===== src/rtl/calc_pkg.sv =====
// Shared calculator types and keypad helpers.
// Keypad matrix layout and row/column decode functions.
package calc_pkg;

  typedef enum logic [3:0] {
    B_NUM_0 = 4'd0,
    B_NUM_1 = 4'd1,
    B_NUM_2 = 4'd2,
    B_NUM_3 = 4'd3,
    B_NUM_4 = 4'd4,
    B_NUM_5 = 4'd5,
    B_NUM_6 = 4'd6,
    B_NUM_7 = 4'd7,
    B_NUM_8 = 4'd8,
    B_NUM_9 = 4'd9,
    B_ADD   = 4'd10,
    B_SUB   = 4'd11,
    B_MUL   = 4'd12,
    B_DIV   = 4'd13,
    B_EQ    = 4'd14,
    B_DOT   = 4'd15
  } active_button_t;

  localparam int KeypadRows = 4;
  localparam int KeypadCols = 4;

  function automatic active_button_t keypad2button(
    input logic [1:0] row,
    input logic [1:0] col
  );
    active_button_t b;
    b = B_NUM_0;
    case ({row, col})
      4'd0:  b = B_NUM_1;
      4'd1:  b = B_NUM_2;
      4'd2:  b = B_NUM_3;
      4'd3:  b = B_ADD;
      4'd4:  b = B_NUM_4;
      4'd5:  b = B_NUM_5;
      4'd6:  b = B_NUM_6;
      4'd7:  b = B_SUB;
      4'd8:  b = B_NUM_7;
      4'd9:  b = B_NUM_8;
      4'd10: b = B_NUM_9;
      4'd11: b = B_MUL;
      4'd12: b = B_DOT;
      4'd13: b = B_NUM_0;
      4'd14: b = B_EQ;
      default: b = B_DIV;
    endcase
    return b;
  endfunction

  function automatic logic is_onehot(input logic [3:0] v);
    return (v != 4'd0) && ((v & (v - 4'd1)) == 4'd0);
  endfunction

  // Only meaningful for a one-hot vector.
  function automatic logic [1:0] row_enc(input logic [3:0] v);
    logic [1:0] r;
    r = 2'd0;
    unique case (1'b1)
      v[0]: r = 2'd0;
      v[1]: r = 2'd1;
      v[2]: r = 2'd2;
      v[3]: r = 2'd3;
      default: r = 2'd0;
    endcase
    return r;
  endfunction

  function automatic logic [3:0] col_drive(input logic [1:0] c);
    return ~(4'b0001 << c);
  endfunction

endpackage


===== src/rtl/sync_2ff.sv =====
// Two-flop synchronizer for asynchronous inputs.
// Resets to all-ones (idle level of pulled-up lines).
module sync_2ff #(
  parameter int Width = 4
) (
  input  logic             clk,
  input  logic             rst_n,
  input  logic [Width-1:0] d,
  output logic [Width-1:0] q
);

  logic [Width-1:0] meta;

  always_ff @(posedge clk) begin
    if (!rst_n) begin
      meta <= '1;
      q    <= '1;
    end else begin
      meta <= d;
      q    <= meta;
    end
  end

endmodule


===== src/rtl/keypad_scanner.sv =====
// 4x4 matrix keypad scanner with debounce and decode.
// One new_input_o pulse per accepted physical press.
module keypad_scanner
  import calc_pkg::*;
#(
  parameter int SettleCycles   = 4,
  parameter int DebounceCycles = 50000
) (
  input  logic           clk_i,
  input  logic           rst_ni,
  output logic [3:0]     col_o,
  input  logic [3:0]     row_i,
  output active_button_t active_button_o,
  output logic           new_input_o
);

  localparam int MaxCyc = (SettleCycles > DebounceCycles) ?
                          SettleCycles : DebounceCycles;
  localparam int CntW = $clog2(MaxCyc + 1);
  localparam logic [CntW-1:0] SettleLast = CntW'(SettleCycles - 1);
  localparam logic [CntW-1:0] DebLast    = CntW'(DebounceCycles - 1);

  typedef enum logic [1:0] {
    S_SCAN,
    S_DEBOUNCE,
    S_HOLD
  } state_t;

  state_t          state;
  logic [1:0]      col;
  logic [1:0]      row_cap;
  logic [3:0]      pat;
  logic [CntW-1:0] cnt;
  logic [3:0]      row_sync;
  logic [3:0]      row_act;

  sync_2ff #(
    .Width(KeypadRows)
  ) u_sync (
    .clk  (clk_i),
    .rst_n(rst_ni),
    .d    (row_i),
    .q    (row_sync)
  );

  assign row_act = ~row_sync;

  function automatic logic [CntW-1:0] sat_inc(input logic [CntW-1:0] c);
    return (c == {CntW{1'b1}}) ? c : c + 1'b1;
  endfunction

  always_ff @(posedge clk_i) begin
    if (!rst_ni) begin
      state           <= S_SCAN;
      col             <= 2'd0;
      col_o           <= 4'b1110;
      row_cap         <= 2'd0;
      pat             <= 4'd0;
      cnt             <= '0;
      active_button_o <= B_NUM_0;
      new_input_o     <= 1'b0;
    end else begin
      new_input_o <= 1'b0;
      unique case (state)
        S_SCAN: begin
          if (cnt == SettleLast) begin
            cnt <= '0;
            if (is_onehot(row_act)) begin
              row_cap <= row_enc(row_act);
              pat     <= row_act;
              state   <= S_DEBOUNCE;
            end else begin
              col   <= col + 2'd1;
              col_o <= col_drive(col + 2'd1);
            end
          end else begin
            cnt <= sat_inc(cnt);
          end
        end
        S_DEBOUNCE: begin
          if (row_act != pat) begin
            state <= S_SCAN;
            cnt   <= '0;
          end else if (cnt == DebLast) begin
            active_button_o <= keypad2button(row_cap, col);
            new_input_o     <= 1'b1;
            state           <= S_HOLD;
            cnt             <= '0;
          end else begin
            cnt <= sat_inc(cnt);
          end
        end
        S_HOLD: begin
          // Any key on this column restarts the release window.
          if (row_act != 4'd0) begin
            cnt <= '0;
          end else if (cnt == DebLast) begin
            state <= S_SCAN;
            cnt   <= '0;
            col   <= col + 2'd1;
            col_o <= col_drive(col + 2'd1);
          end else begin
            cnt <= sat_inc(cnt);
          end
        end
        default: begin
          state <= S_SCAN;
          cnt   <= '0;
        end
      endcase
    end
  end

endmodule


===== config.mk =====
export PLATFORM = sky130hd
export DESIGN_NAME = keypad_scanner
export DESIGN_NICKNAME = d
export VERILOG_FILES = /design/src/rtl/calc_pkg.sv /design/src/rtl/sync_2ff.sv /design/src/rtl/keypad_scanner.sv
export SDC_FILE = /design/constraint.sdc
export NUM_CORES = 1
export LEC_CHECK = 0
export ABC_CLOCK_PERIOD_IN_PS = 2400
export BUFFER_PORTS_ARGS = -buffer_cell sky130_fd_sc_hd__buf_2
export CAP_MARGIN = 10
export CORE_MARGIN = 4
export CORE_UTILIZATION = 53
export CTS_CLUSTER_SIZE = 16
export DETAILED_ROUTE_END_ITERATION = 8
export GPL_TIMING_DRIVEN = 0
export PLACE_DENSITY = 0.74
export SLEW_MARGIN = 10
export SYNTH_ARGS = -nofsm -noshare
export SYNTH_HDL_FRONTEND = slang
export SYNTH_SLANG_ARGS = --single-unit

===== constraint.sdc =====
create_clock -name clk_i -period 2.4 [get_ports clk_i]
set_input_delay 0.36 -clock clk_i [delete_from_list [all_inputs] [get_ports clk_i]]
set_output_delay 0.36 -clock clk_i [all_outputs]
set_load 0.05 [all_outputs]

# ---- Word level (Yosys, flattened, before mapping)
# Memories as Yosys holds them, arrays and structs flattened. A register that Yosys moved wholly into a read port is not among the register bits.
# Index checks and enable logic that the tools add are counted.
dict set report totals {
  ff_bits 39
  mem_count 1
  rom_bits 64
  input_bits 6
}
# memory words word_bits read_ports rd_ports_with_merged_regs wr line
set mem_list {}
lappend mem_list {{(no name shown)} 16 4 1 1 0 calc_pkg.sv:33} ;# case ({row, col})
dict set report classes {
  n_shift 1
  n_bitwise 6
  addsub 3
  reduce_logical 11
  n_eq_ne 12
  n_mux 25
}
# cell count
set op_table {}
lappend op_table {{16-bit 2-to-1 mux} 5}
lappend op_table {{16-bit one-hot mux with 3 select lines} 1}
lappend op_table {{16-bit equality test, second input constant} 2}
lappend op_table {{2-bit 2-to-1 mux} 10}
lappend op_table {{16-bit by 1-bit adder with 16-bit output, second input constant} 1}
lappend op_table {{16-bit by 2-bit equality test with 1-bit output, second input constant} 1}
lappend op_table {{4-bit 2-to-1 mux} 4}
lappend op_table {{2-bit one-hot mux with 3 select lines} 2}
lappend op_table {{2-bit != test, second input constant} 5}
lappend op_table {{5-bit AND reduction} 2}
lappend op_table {{4-bit inverter} 2}
lappend op_table {{4-bit one-hot mux with 2 select lines} 1}
lappend op_table {{3-bit AND reduction} 2}
lappend op_table {{4-bit bitwise AND} 1}
lappend op_table {{4-bit logical NOT} 1}
lappend op_table {{4-bit != test} 1}
lappend op_table {{2-bit one-hot mux with 2 select lines} 1}
lappend op_table {{4-bit nonzero test} 1}
lappend op_table {{1-bit by 2-bit << shifter with 4-bit output, first input constant} 1}
lappend op_table {{4-bit by 1-bit subtractor with 4-bit output, second input constant} 1}
lappend op_table {{3-bit != test, second input constant} 1}
lappend op_table {{1-bit inverter} 3}
lappend op_table {{3-bit OR reduction} 1}
lappend op_table {{2-bit by 1-bit adder with 2-bit output, second input constant} 1}
lappend op_table {{7 further kinds} 7}

# ---- Depth between registers and ports, before layout
# Gate-level depths: netlist of run 1.
dict set report depth {
  word_depth 8
  depth_mapped 7
  mapped_depth_nobuf 7
}

# ---- By module
# Synthesis of run 1 repeated with hierarchy kept, for this count alone.
dict set report hier_totals {
  hier_cells 262
  area_unflattened_um2 2244.7
}
# mod area_per_inst_um2 cells_each seq_area_each_um2 n_inst
set modules_own_cells {}
lappend modules_own_cells {keypad_scanner 2034.5 246 700.7 1}
lappend modules_own_cells {sync_2ff 210.2 16 160.2 1}

# ---- Worst setup path before layout of run 1
# Ideal clock, no wire load.
dict set report synth_timing {
  kind {reg2reg}
  from {register cnt[0]}
  to {register col_o[1]}
  required_ns 2.279
  stages_incl_launch_ff 8
  n_path_buf 1
  setup_slack_ns 0.152
  setup_time_ns 0.121
  period_less_slack_ns 2.248
  arrival_time_ns 2.127
  cell_sequence {dfxtp_1 -> ha_1 -> or4b_4 -> nor4_4 -> nand4_1 -> o32a_1 -> buf_6 -> mux2_4}
}
dict set report synth_via {
  elab_chain_cells 3
}
# element line
set synth_lines {}
lappend synth_lines {{start, declared} keypad_scanner.sv:33} ;# logic [CntW-1:0] cnt;
lappend synth_lines {{start signal, assigned} keypad_scanner.sv:77} ;# cnt <= sat_inc(cnt);
lappend synth_lines {{start signal, assigned} keypad_scanner.sv:90} ;# cnt <= sat_inc(cnt);
lappend synth_lines {{start signal, assigned} keypad_scanner.sv:103} ;# cnt <= sat_inc(cnt);
lappend synth_lines {{16-bit equality test / 16-bit by 2-bit equality test with 1-bit output (equally long branches)} {keypad_scanner.sv:97, keypad_scanner.sv:66}}
lappend synth_lines {{2-bit != test (no line)} -}
lappend synth_lines {{5-bit AND reduction (no line) (*)} -}
lappend synth_lines {{end signal, assigned} keypad_scanner.sv:74} ;# col_o <= col_drive(col + 2'd1);
lappend synth_lines {{end signal, assigned} keypad_scanner.sv:101} ;# col_o <= col_drive(col + 2'd1);
lappend synth_lines {{end, declared} keypad_scanner.sv:11} ;# output logic [3:0] col_o,
# Mark *: on every way between the ends. The rest lies on a longest branch, timed or not.
# A chain may end at the register's enable or synchronous reset.

# ---- Worst setup path after layout of run 1
# Ends and elaborated chain as after synthesis.

==> flow_results.org, run 1 <==
** Drt
- Via count :: 1,776
- Number of iterations in the first detailed-routing pass :: 4
- Routed WL per cell :: 13.7 um
- In this run, the number of DRC markers left after iteration 0 of detailed routing was 148.
- Vias per cell :: 5.60
- After detailed routing, the number of remaining DRC violations is 0.
- Wire length reported by the detailed router :: 4.34 mm
- The count of nets left with antenna violations once routing finished came out at 0.

** Clock tree
- # H-tree levels :: 2
- Clock tree from TritonCTS :: built
- Clk Latency, worst-skew pair :: 300 ps
- Sinks on the clock net :: 43
- Clk buf depth :: 2
- Cell at the root of the clock tree :: sky130_fd_sc_hd__clkbuf_8
- Clock-pin slew was measured on the worst setup and hold paths at 80 ps.
- After clock tree synthesis, the flow added hold-fix buffers numbering 0.
- In this run, CTS created clock tree buffers numbering 5.

** Logic synthesis
- Post-synthesis net count :: 254
- Flops & latches, synth :: 43
- The synthesized design contains 0 enable-type register cells.
- For this run, asynchronously set or reset flops after synthesis account for 0%.
- Top flip-flop cell by instance count after synthesis :: sky130_fd_sc_hd__dfxtp_1
- Synth Warn # :: 0
- Dividing the synthesized area by the synthesized cell count gives 8.98 sq um.
- Post-Syn Area :: 2150 sq um
- Sequential cells were found to cover 40.0% of the synthesized design area.
- Number of distinct library cells after synthesis :: 46
- After technology mapping, the gate count stands at 240.

** Finish
- The library cell used most frequently in the layout, excluding fill and tap cells, is sky130_fd_sc_hd__dfxtp_1.
- Area used by multi-input combinational logic :: 1240 sq um
- The post-route netlist has 18.6% of its cells at a drive strength greater than 1.
- Count of non-filler cells in the finished layout :: 317
- Highest-count cells in the layout ignoring fill and taps :: sky130_fd_sc_hd__dfxtp_1 (41), sky130_fd_sc_hd__nor2_1 (26), sky130_fd_sc_hd__nand2_1 (24), sky130_fd_sc_hd__buf_2 (16), sky130_fd_sc_hd__nand2b_1 (14)
- Synth-to-Final Area Change :: 16.9%
- Sequential cell area in the final layout :: 866 sq um
- Nets@finish :: 282
- Layout filler cell count :: 319
- Cells fill 66.3% of the core in the end.
- Antenna Diode Count :: 0

** Placement
- Buffers placed on the I/O ports in this run total 14.
- Detailed placement ended at an HPWL of 2.93 mm.
- Placed Cells :: 302
- At the end of routability-driven placement, the weighted congestion stood at 0.844.

** Die
- Vertical die dimension :: 71.8 um
- The initial utilization of the core area, before any placement, comes to 56.7%.
- Die outline area :: 5150 sq um
- Width of the chip :: 71.8 um
- 15 I/O pins were placed.
- In this run the core area contains 22 standard-cell rows.
- Core Area :: 3800 sq um

** STA
- In this run the tightest slew margin relative to its limit is 66.1%.
- Setup total negative slack on the finished layout was measured at 0 ps.
- Final setup fails :: 0
- Worst hold slack across all endpoints :: 233 ps
- Final max-slew violation count :: 0
- Based on the critical path, the design can be clocked at up to 432 MHz.
- Final Hold Vio Count :: 0
- Measured slew at the worst slew-check pin :: 508 ps
- Dividing the final minimum period by the clock period gives 96.5%.
- Post-layout minimum cycle time :: 2320 ps
- Clock skew on the completed layout was measured at 4.37 ps.

** Pwr
- Summing internal, switching and leakage power gives 1.58 mW.
- Cell Pwr Density :: 626 nW/um^2
- Static Leakage :: 0.994 nW
- The worst-case IR drop observed on VDD is 453 uV.

** Global route
- The number of antenna violations at the first check in global routing is 0.
- Number of global-route vias before repair :: 1,617
- For this run, the total global-route usage over all layers was measured as 18.0%.
- Residual overflow from global routing :: 0
- Pin count of the biggest net entering global routing :: 15
- First-pass GRT wire length :: 7.48 mm

** Worst setup path
- Category of the worst setup path capture point :: flip-flop
- Tracing the worst setup path back leads to its startpoint at cnt[0].
- Register-to-register setup slack :: 80 ps
- Of all nets on the critical path, the largest fanout is 6.
- The setup path with the least slack is of type flip-flop to flip-flop.
- Type of origin of the critical path :: flip-flop
- The startpoint identified for the worst register-to-register timing path is cnt[0].
- Data on the critical path is required at its endpoint by 2590 ps.
- Counting cells, the worst reg-to-reg path comes to 7.
- WP data arrival :: 2510 ps

** Worst hold path
- HP Start :: row_i[0]
- The path class of the tightest hold or removal check is input port to flip-flop.
- The worst hold path was traced through 2 stages.

** Outcome
- Result of the run :: finished, final reports clean

** Job
- Max capacitance violation total :: 0
[logic make-up after synthesis]
logic type,count (synthesis),share of synthesized area (%)
AND/OR/NAND/NOR,111,28.7
flip-flops,43,40.0
AO/OA/AOI/OAI,33,10.8
buffers and inverters,21,4.53
multiplexers,14,7.32
XOR/XNOR,10,4.07
adder cells (fa/ha/maj),8,4.65
[through the flow]
stage	instance area [sq um]	worst slack [ps]
final	2520	82.9
after global routing	2520	-1.28
after CTS	2460	7.15
after detailed placement	2280	-140
after global placement	2280	-127
after floorplan	2150	152
[sequential cells by signal, indices dropped and copies added, names as in the netlist, 4 cells and up]
signal	count
active_button_o	4
cnt	16
col_o	4
pat	4
u_sync.meta	4
u_sync.q	4
[repair_timing]
action                                  in CTS  in global routing
pin swaps                                    2                  4
hold endpoints to repair                     0                  0
endpoints found under the setup margin      19                 20
gates resized for setup                      4                  4
buffers inserted                             3                  4
[synth_stat cells, types with 2 or more instances]
cell                       instances  area, sq um
sky130_fd_sc_hd__nand2_1          24         90.1
sky130_fd_sc_hd__ha_1              8          100
sky130_fd_sc_hd__and4_1            4         35.0
sky130_fd_sc_hd__mux2_2            2         22.5
sky130_fd_sc_hd__a311oi_1          2         17.5
sky130_fd_sc_hd__a31oi_1           2         12.5
sky130_fd_sc_hd__o21ai_0           4         20.0
sky130_fd_sc_hd__and3_1            3         18.8
sky130_fd_sc_hd__nand4_1           9         56.3
sky130_fd_sc_hd__dfxtp_1          43          861
sky130_fd_sc_hd__buf_2             2         10.0
sky130_fd_sc_hd__nand3_1          10         50.1
sky130_fd_sc_hd__nor2b_1           2         12.5
sky130_fd_sc_hd__xnor2_1           2         17.5
sky130_fd_sc_hd__nor3_1            5         25.0
sky130_fd_sc_hd__nand2b_1         14         87.6
sky130_fd_sc_hd__nor2_1           26         97.6
sky130_fd_sc_hd__o211ai_1          2         15.0
sky130_fd_sc_hd__mux2i_1           9         90.1
sky130_fd_sc_hd__and2_1            3         18.8
sky130_fd_sc_hd__buf_6             2         22.5
sky130_fd_sc_hd__clkbuf_1          9         33.8
sky130_fd_sc_hd__inv_1             7         26.3
sky130_fd_sc_hd__a211oi_1          9         67.6
sky130_fd_sc_hd__a21oi_1           7         35.0
sky130_fd_sc_hd__mux2_4            3         45.0
sky130_fd_sc_hd__xor2_1            8         70.1
[path summary, 6_finish.rpt]
check                                      end
worst max-delay path                  col_o[1]
worst min-delay path            u_sync.meta[0]
worst max register to register        col_o[1]
worst min register to register     u_sync.q[2]
[layer usage]
| layer | vias up | part of all wire (%) | GRT usage (%) |
|---|---|---|---|
| li1 | 904 | - | - |
| met1 | 822 | 49 | 24.7 |
| met2 | 42 | 44 | 27.3 |
| met3 | 8 | 5.7 | 4.77 |
| met4 | 0 | 1.7 | 6.26 |
| met5 | - | 0 | 0 |
[final cells by class]
| cell class | instances | share of cell area, % |
|---|---|---|
| tap | 48 | 2.38 |
| clock buffer | 5 | 2.73 |
| buffer | 14 | 2.83 |
| multi-input combinational | 176 | 49.1 |
| inverter | 7 | 1.04 |
| timing repair buffer | 21 | 4.87 |
| clock inverter | 3 | 2.68 |
| sequential | 43 | 34.4 |
[power breakdown]
| part | switching (mW) | leakage, nW | internal, mW |
|---|---|---|---|
| Clock | 0.258 | 0.0644 | 0.415 |
| Sequential | 0.0200 | 0.350 | 0.735 |
| Combinational | 0.0865 | 0.579 | 0.0622 |
| Total | 0.365 | 0.994 | 1.21 |
[worst max-delay path: stages (launching register included)]
cell and delay (ps):
sky130_fd_sc_hd__dfxtp_4 380, sky130_fd_sc_hd__ha_4 140, sky130_fd_sc_hd__or4b_4 520, sky130_fd_sc_hd__nor4_4 350, sky130_fd_sc_hd__nand4_1 170, sky130_fd_sc_hd__o32a_1 200, sky130_fd_sc_hd__buf_6 150, sky130_fd_sc_hd__mux2_4 290
Power figures use the tool's default switching activity.
==> run 2, diff against run 1 <==
--- a/config.mk
+++ b/config.mk
@@ -8,6 +8,7 @@
 export ABC_CLOCK_PERIOD_IN_PS = 2400
 export BUFFER_PORTS_ARGS = -buffer_cell sky130_fd_sc_hd__buf_2
 export CAP_MARGIN = 10
+export CORE_ASPECT_RATIO = 0.7
 export CORE_MARGIN = 4
 export CORE_UTILIZATION = 53
 export CTS_CLUSTER_SIZE = 16
==> run 2 against run 1 <==
  * Combinational power is 3% lower
  * Hold slack better by 6.8 ps
  * Power is 7.4% lower
  * First-iteration DRC count is 1.4% lower
  * Via count is 3.0% lower
  * Maximum frequency is 2.9% higher
  * Largest cell class unchanged
  * Largest power group unchanged
  * Highest routed layer unchanged
==> flow_results.org, run 2 (synthesized netlist as in run 1, its figures left out) <==
** Outcome
- The run finished with clean final reports.

** STA
- The max-slew violation count was 0.
- Of the available clock period, the critical path in the final layout requires 93.8%.
- Worst hold slack across all endpoints :: 240 ps
- For the pin with the worst max-slew slack, the measured transition is 504 ps.
- Final setup fails :: 0
- For the final database, setup skew stands at 4.05 ps.
- Relative max-transition margin :: 66.4%
- The worst path needs 2250 ps of the cycle, external delays included.
- Final Hold Vio Count :: 0
- Unrepaired setup endpoints after global routing :: no
- Setup slack on the critical path of the routed design comes to 149 ps.
- Max Fclk :: 444 MHz

** Global route
- Total track usage :: 17.6%
- The number of antenna violations at the first check in global routing was 0.
- Residual overflow from global routing :: 0
- Number of global-route vias before repair :: 1,485
- First-pass GRT wire length :: 7.20 mm
- Entering global routing, the biggest net connects 15 pins.

** Worst setup path
- The setup check on the worst reg-to-reg path leaves a slack of 150 ps.
- Max stage delay on crit path :: 650 ps
- In this run the critical register-to-register path is launched from cnt[8].
- Worst-path fanout max :: 7
- Bufs and invs on worst path :: 1
- WP data arrival :: 2430 ps
- For this design, the slowest cell found on the critical path is sky130_fd_sc_hd__or4_1.
- Data on the critical path is required at its endpoint by 2580 ps.
- Category of the critical setup timing path :: flip-flop to flip-flop
- Type of origin of the critical path :: flip-flop
- STA classifies the critical path endpoint as a flip-flop.
- Launch point of the critical path :: cnt[8]
- Cells along the critical path :: or4_1, nor4_4, nand2_1, o32a_1, buf_6, mux2_4
- Family of cells with the greatest summed delay on the critical path :: simple AND/OR/NAND/NOR gates

** Worst hold path
- Hold WC Path Type :: input port to flip-flop
- HP Start :: row_i[3]

** Drt
- For this block, the routed nets add up to 4.43 mm of wire.
- Number of iterations in the first detailed-routing pass :: 4
- Dividing the detail-routed wire length by the instance count gives 14.1 um.
- Antenna-violating nets left :: 0
- Final routed DRC violation total :: 0
- Starting DRT DRC Count :: 146
- Dividing the detail-routed via count by the number of cells gives 5.47.
- Via count :: 1,722

** Die
- Count of pins on the block boundary :: 15
- The floorplan step defined a die boundary enclosing 5170 sq um.
- Width of the chip :: 84.2 um
- Row generation in the floorplan step produced 19 rows.
- The core region is 3920 sq um.
- For this configuration, the core starts out at a cell density of 54.9%.
- Vertical die dimension :: 61.3 um

** Pwr
- Static Leakage :: 0.959 nW
- For this design the ratio of total power to cell area is 595 nW/um^2.
- The design draws 1.46 mW.
- IR drop worst, VDD :: 426 uV

** Clock tree
- The H-tree was split into 2 levels.
- Clock transition time at the flip-flop clock pins of the worst setup and hold paths :: 80 ps
- TritonCTS built the clock tree.
- In this run the clock root is driven by a sky130_fd_sc_hd__clkbuf_8.
- In this run, CTS created clock tree buffers numbering 5.
- At the later pin of the worst-skew pair, clock insertion delay measures 290 ps.
- Counting every sink on the clock net gives 43.
- Clk buf depth :: 2

** Finish
- The number of antenna diodes in the final layout is 0.
- Leaving out fill and tap cells, the most frequent cell in the layout is sky130_fd_sc_hd__dfxtp_1.
- Max FFs per register :: 16
- Synth-to-Final Area Change :: 13.9%
- Nets@finish :: 276
- Summing all non-filler instances in the final layout gives an area of 2450 sq um.
- The post-route netlist has 16.7% of its cells at a drive strength greater than 1.
- The top cell types in the final layout, fill and taps aside, are sky130_fd_sc_hd__dfxtp_1 (41), sky130_fd_sc_hd__nor2_1 (26), sky130_fd_sc_hd__nand2_1 (24), sky130_fd_sc_hd__buf_2 (15), sky130_fd_sc_hd__nand2b_1 (14).
- Counting flops per register, the top entry is cnt.

** Placement
- In this run the cell area measured after placement is 2290 sq um.
- Port buffer count :: 14
- Detailed Place HPWL :: 3.14 mm
- At the end of routability-driven placement, the weighted congestion stood at 0.897.
- Before CTS, the worst setup slack after placement is -87.6 ps.

** Job
- Across the run, the number of max-cap violations was 0.
-- run 2: cell count changes in the layout (fill, tap and decap cells not counted) --
cell | previous run | this run
sky130_fd_sc_hd__buf_2 | 16 | 15
sky130_fd_sc_hd__buf_4 | 7 | 1
sky130_fd_sc_hd__clkinv_4 | 0 | 1
sky130_fd_sc_hd__clkbuf_4 | 0 | 1
sky130_fd_sc_hd__dfxtp_4 | 1 | 0
sky130_fd_sc_hd__bufinv_16 | 2 | 1
sky130_fd_sc_hd__dfxtp_2 | 1 | 2
sky130_fd_sc_hd__clkinv_2 | 0 | 1
sky130_fd_sc_hd__clkinvlp_4 | 1 | 0
-- run 2: worst paths after layout --
path | to | cells after the start
max | col_o[1] | 6
min reg2reg | u_sync.q[0] | 1
min | u_sync.meta[3] | 2
max reg2reg | col_o[1] | 6
-- run 2: routing by layer --
layer / vias to the layer above / track usage (%) / part of all wire [%]
met3: 2 / 4.14 / 3.9
met5: - / 0 / 0
met1: 802 / 26.8 / 55
li1: 894 / - / -
met2: 24 / 24.4 / 40
met4: 0 / 5.28 / 0.090
-- run 2: what timing repair did --
action	in CTS	in global routing
pin swaps	1	2
buffers inserted	1	0
endpoints found under the setup margin	13	21
hold buffers	0	0
resized for setup	4	4
-- run 2: per-stage QoR --
stage	TNS [ps]	utilization (%)	instances
2_1_floorplan	0	-	240
3_3_place_gp	-1080	58.4	306
3_5_place_dp	-955	58.4	306
4_1_cts	0	61.9	315
5_1_grt	0	62.6	315
6_report	0	62.6	315
-- run 2: area by class of cell --
| class | count | area, sq um |
|---|---|---|
| fill | 354 | 1470 |
| multi-input combinational | 176 | 1240 |
| sequential | 43 | 863 |
| timing repair buffer | 15 | 77.6 |
| buffer | 14 | 73.8 |
| clock buffer | 5 | 68.8 |
| tap | 52 | 65.1 |
| clock inverter | 3 | 43.8 |
| inverter | 7 | 26.3 |
-- run 2: power breakdown --
part / total (mW) / internal [mW] / switching, mW
registers: 0.755 / 0.735 / 0.0198
logic: 0.145 / 0.0600 / 0.0848
clock network: 0.561 / 0.310 / 0.251
==> run 3, diff against run 2 <==
--- a/config.mk
+++ b/config.mk
@@ -8,14 +8,15 @@
 export ABC_CLOCK_PERIOD_IN_PS = 2400
 export BUFFER_PORTS_ARGS = -buffer_cell sky130_fd_sc_hd__buf_2
 export CAP_MARGIN = 10
-export CORE_ASPECT_RATIO = 0.7
+export CORE_ASPECT_RATIO = 1.75
 export CORE_MARGIN = 4
-export CORE_UTILIZATION = 53
+export CORE_UTILIZATION = 54
 export CTS_CLUSTER_SIZE = 16
 export DETAILED_ROUTE_END_ITERATION = 8
 export GPL_TIMING_DRIVEN = 0
-export PLACE_DENSITY = 0.74
+export PLACE_DENSITY = 0.75
 export SLEW_MARGIN = 10
 export SYNTH_ARGS = -nofsm -noshare
 export SYNTH_HDL_FRONTEND = slang
+export SYNTH_HIERARCHICAL = 1
 export SYNTH_SLANG_ARGS = --single-unit
==> run 3 against run 2 <==
  * Clock-buffer cell count grew 1
  * First-iteration DRC count shrank 68%
  * Core utilization grew 0.59 points
  * Synthesized cell count grew 9.2%
  * Worst setup slack gained 130 ps
  * Global-route usage grew 1.2 points
  * Combinational power shrank 14%
  * Highest routed layer unchanged
==> flow_results.org, run 3 <==
** Outcome
- The flow ran to the end, and the final reports show no timing, DRC or antenna violations.

** Global route
- Pin count of the biggest net entering global routing :: 13
- The first global-routing pass estimated 8.09 mm of wire.
- The number of antenna violations at the first check in global routing is 0.
- Number of global-route vias before repair :: 1,856
- Total track usage :: 18.8%
- Global routing finished with a remaining overflow of 0.

** Logic synthesis
- The average instance in the mapped netlist occupies 8.57 sq um.
- Post-synthesis net count :: 276
- The commonest cells after synthesis are sky130_fd_sc_hd__dfxtp_1 (43), sky130_fd_sc_hd__nand2_1 (28), sky130_fd_sc_hd__nor2_1 (22).
- Number of distinct library cells after synthesis :: 47
- The synthesized design contains 43 register bits.
- Sequential elements use 38.4% of the synthesized area.
- Top cells by area, synth :: sky130_fd_sc_hd__dfxtp_1 (38%), sky130_fd_sc_hd__nand2_1 (4.7%), sky130_fd_sc_hd__ha_1 (4.5%)
- Library cell occupying the most area in the post-synthesis netlist :: sky130_fd_sc_hd__dfxtp_1
- Most used standard cell by instance count after synthesis :: sky130_fd_sc_hd__dfxtp_1
- Top flip-flop cell by instance count after synthesis :: sky130_fd_sc_hd__dfxtp_1
- In this run the biggest area consumer among cell types represents 38.4% of the synthesized area.
- In the synthesized netlist the async set-or-reset flop fraction comes to 0%.
- Count of mapped cells out of synthesis :: 262
- Post-Syn Area :: 2240 sq um
- Counting flops with a built-in enable in the synthesized netlist gives 0.
- Synth Warn # :: 6

** Clock tree
- The number of clock buffers added by TritonCTS is 5.
- Clock tree from TritonCTS :: built
- Clock-pin slew was measured on the worst setup and hold paths at 80 ps.
- After clock tree synthesis, the flow added hold-fix buffers numbering 0.
- Clock tree synthesis selected as its root buffer the cell sky130_fd_sc_hd__clkbuf_8.
- # H-tree levels :: 2
- Clk buf depth :: 2
- Clk Latency, worst-skew pair :: 290 ps
- Sinks on the clock net :: 43

** Worst hold path
- Hold WC Path Type :: input port to flip-flop

** Drt
- Dividing the detail-routed wire length by the instance count gives 13.4 um.
- After detailed routing, the number of remaining DRC violations is 0.
- Summing over every cut layer, the via total after detailed routing is 1,889.
- Dividing the detail-routed via count by the number of cells gives 5.67.
- After detailed routing, the total wire length is 4.47 mm.
- Antenna-violating nets left :: 0
- Number of iterations in the first detailed-routing pass :: 4
- Starting DRT DRC Count :: 47

** Finish
- Excluding fillers, the count of instances in the completed layout stands at 333.
- Layout filler cell count :: 362
- Nets@finish :: 299
- Once layout is done, the placed cells without fillers occupy 2490 sq um.
- In the layout the commonest cells are sky130_fd_sc_hd__dfxtp_1 (43), sky130_fd_sc_hd__nand2_1 (28), sky130_fd_sc_hd__nor2_1 (22), sky130_fd_sc_hd__buf_2 (20).
- Ranked by flip-flop count, first place goes to cnt.
- Across the whole layout, storage elements account for 861 sq um.
- The register with the most flip-flops in the layout has 16 of them.
- Area used by multi-input combinational logic :: 1290 sq um
- Leaving out fill and tap cells, the most frequent cell in the layout is sky130_fd_sc_hd__dfxtp_1.
- Antenna Diode Count :: 0
- The post-route netlist has 15.4% of its cells at a drive strength greater than 1.
- The area growth from synthesis to layout is 10.9%.
- Cells fill 63.2% of the core in the end.

** Worst setup path
- Type of origin of the critical path :: flip-flop
- Bufs and invs on worst path :: 0
- Across all register-to-register paths, the minimum setup slack is 280 ps.
- The kind of cell with the highest combined delay along the critical path is simple AND/OR/NAND/NOR gates.
- Worst Path Required :: 2580 ps
- Walking the worst path, the cells encountered are ha_1, nor4b_2, nand4_1, nand3b_1, mux2i_1, and2_1.
- For this design, the slowest cell found on the critical path is sky130_fd_sc_hd__nand3b_1.
- Along the worst path, the maximum fanout reaches 7.
- The worst setup path is of the flip-flop to flip-flop kind.
- For the worst setup path, the data arrival time is 2300 ps.
- On the worst path, the slowest cell contributes a delay of 470 ps.
- STA classifies the critical path endpoint as a flip-flop.

** Pwr
- IR drop worst, VDD :: 547 uV
- Cell Pwr Density :: 532 nW/um^2
- Summed over all cells, the static leakage comes to 1.04 nW.

** STA
- The clock arrives with 7.99 ps of skew.
- Setup violations remaining at the end of the flow were counted as 0.
- Subtracting the final worst setup slack from the clock period gives 2120 ps.
- Final max-slew violation count :: 0
- The final critical path takes up 88.5% of the cycle.
- The final hold violation count was 0.
- Final sum of negative setup slack :: 0 ps
- Measured slew at the worst slew-check pin :: 689 ps
- Relative max-transition margin :: 53.7%
- Unrepaired setup endpoints after global routing :: no
- Derived from the worst setup path, the maximum achievable clock frequency is 471 MHz.

** Die
- The die covers 5290 sq um.
- The floorplan has 30 rows.
- Count of pins on the block boundary :: 15
- The floorplan step defined a core boundary enclosing 3940 sq um.
- The floorplan step set the die width to 56.7 um.
- Once the floorplan was initialized, standard cells occupied 57.0% of the core.
- Measured along the y axis, the die boundary spans 93.3 um.

** Placement
- The placed instances occupy a cell area of 2370 sq um.
- Port buffer count :: 14
- Placed Cells :: 324
- The congestion estimate from routability-driven global placement came to 0.869.
- Detailed Place HPWL :: 3.46 mm

** Job
- Max capacitance violation total :: 0
[run 3: cell count changes after synthesis, sizes merged, moves of 3 or more]
cell and change:
a211oi -5, buf +3, xnor2 +5, a21boi +4, nand2 +5, and3 +4, nor2 -4, a21oi +6
nor3 +3, inv +4, clkbuf -4, nand3 +5
[run 3: path summary, 6_finish.rpt]
kind,from,cells past startpoint,to
min reg2reg,u_sync/meta[2],1,u_sync/q[2]
max,cnt[0],6,pat[3]
max reg2reg,cnt[0],6,pat[3]
min,row_i[3],2,u_sync/meta[3]
[run 3: cells by family after synthesis]
| kind of cell | count (synthesis) | synth area share [%] |
|---|---|---|
| DFF | 43 | 38.4 |
| AOI/OAI and AO/OA | 36 | 11.8 |
| buffers and inverters | 24 | 4.79 |
| and+or+nand+nor | 125 | 29.6 |
| muxes | 13 | 5.96 |
| xor gates and xnor gates | 13 | 5.07 |
| adders and majority gates | 8 | 4.46 |
[run 3: layout make-up]
cell class / instances / share of cell area [%]
Buffer: 13 / 2.66
Timing Repair Buffer: 16 / 3.42
Tap cell: 48 / 2.41
Clock inverter: 1 / 0.201
Clock buffer: 6 / 3.32
Inverter: 11 / 1.66
Multi-Input combinational cell: 195 / 51.8
Sequential cell: 43 / 34.6
[run 3: report_power, final]
| group | internal (mW) | switching, mW | total [mW] | leakage [nW] |
|---|---|---|---|---|
| combinational | 0.0511 | 0.0728 | 0.124 | 0.639 |
| clock | 0.226 | 0.230 | 0.456 | 0.0470 |
| sequential | 0.730 | 0.0138 | 0.744 | 0.349 |
[run 3: timing repair]
action                                 4_1_cts  5_1_grt
setup endpoints to repair                    0       13
buffers inserted                             0        2
gates resized for setup                      0        2
endpoints found under the hold margin        0        0
[run 3: layer usage]
| metal | vias up | wire, um | track usage [%] | part of all wire (%) |
|---|---|---|---|---|
| li1 | 963 | - | - | - |
| met1 | 884 | 1710 | 19.3 | 38 |
| met4 | 0 | 115 | 8.32 | 2.6 |
| met5 | - | 0 | 0 | 0 |
| met2 | 31 | 2520 | 35.9 | 56 |
| met3 | 11 | 128 | 3.45 | 2.9 |
[run 3: through the flow]
| step | hold slack [ps] | total power, mW | setup slack, ps |
|---|---|---|---|
| 3_5_place_dp | 400 | 0.883 | 64.2 |
| 2_1_floorplan | 386 | 0.851 | 374 |
| 3_3_place_gp | 390 | 0.880 | 47.8 |
| 5_1_grt | 258 | 1.38 | 71.9 |
| 6_report | 255 | 1.32 | 276 |
| 4_1_cts | 246 | 1.34 | 25.8 |
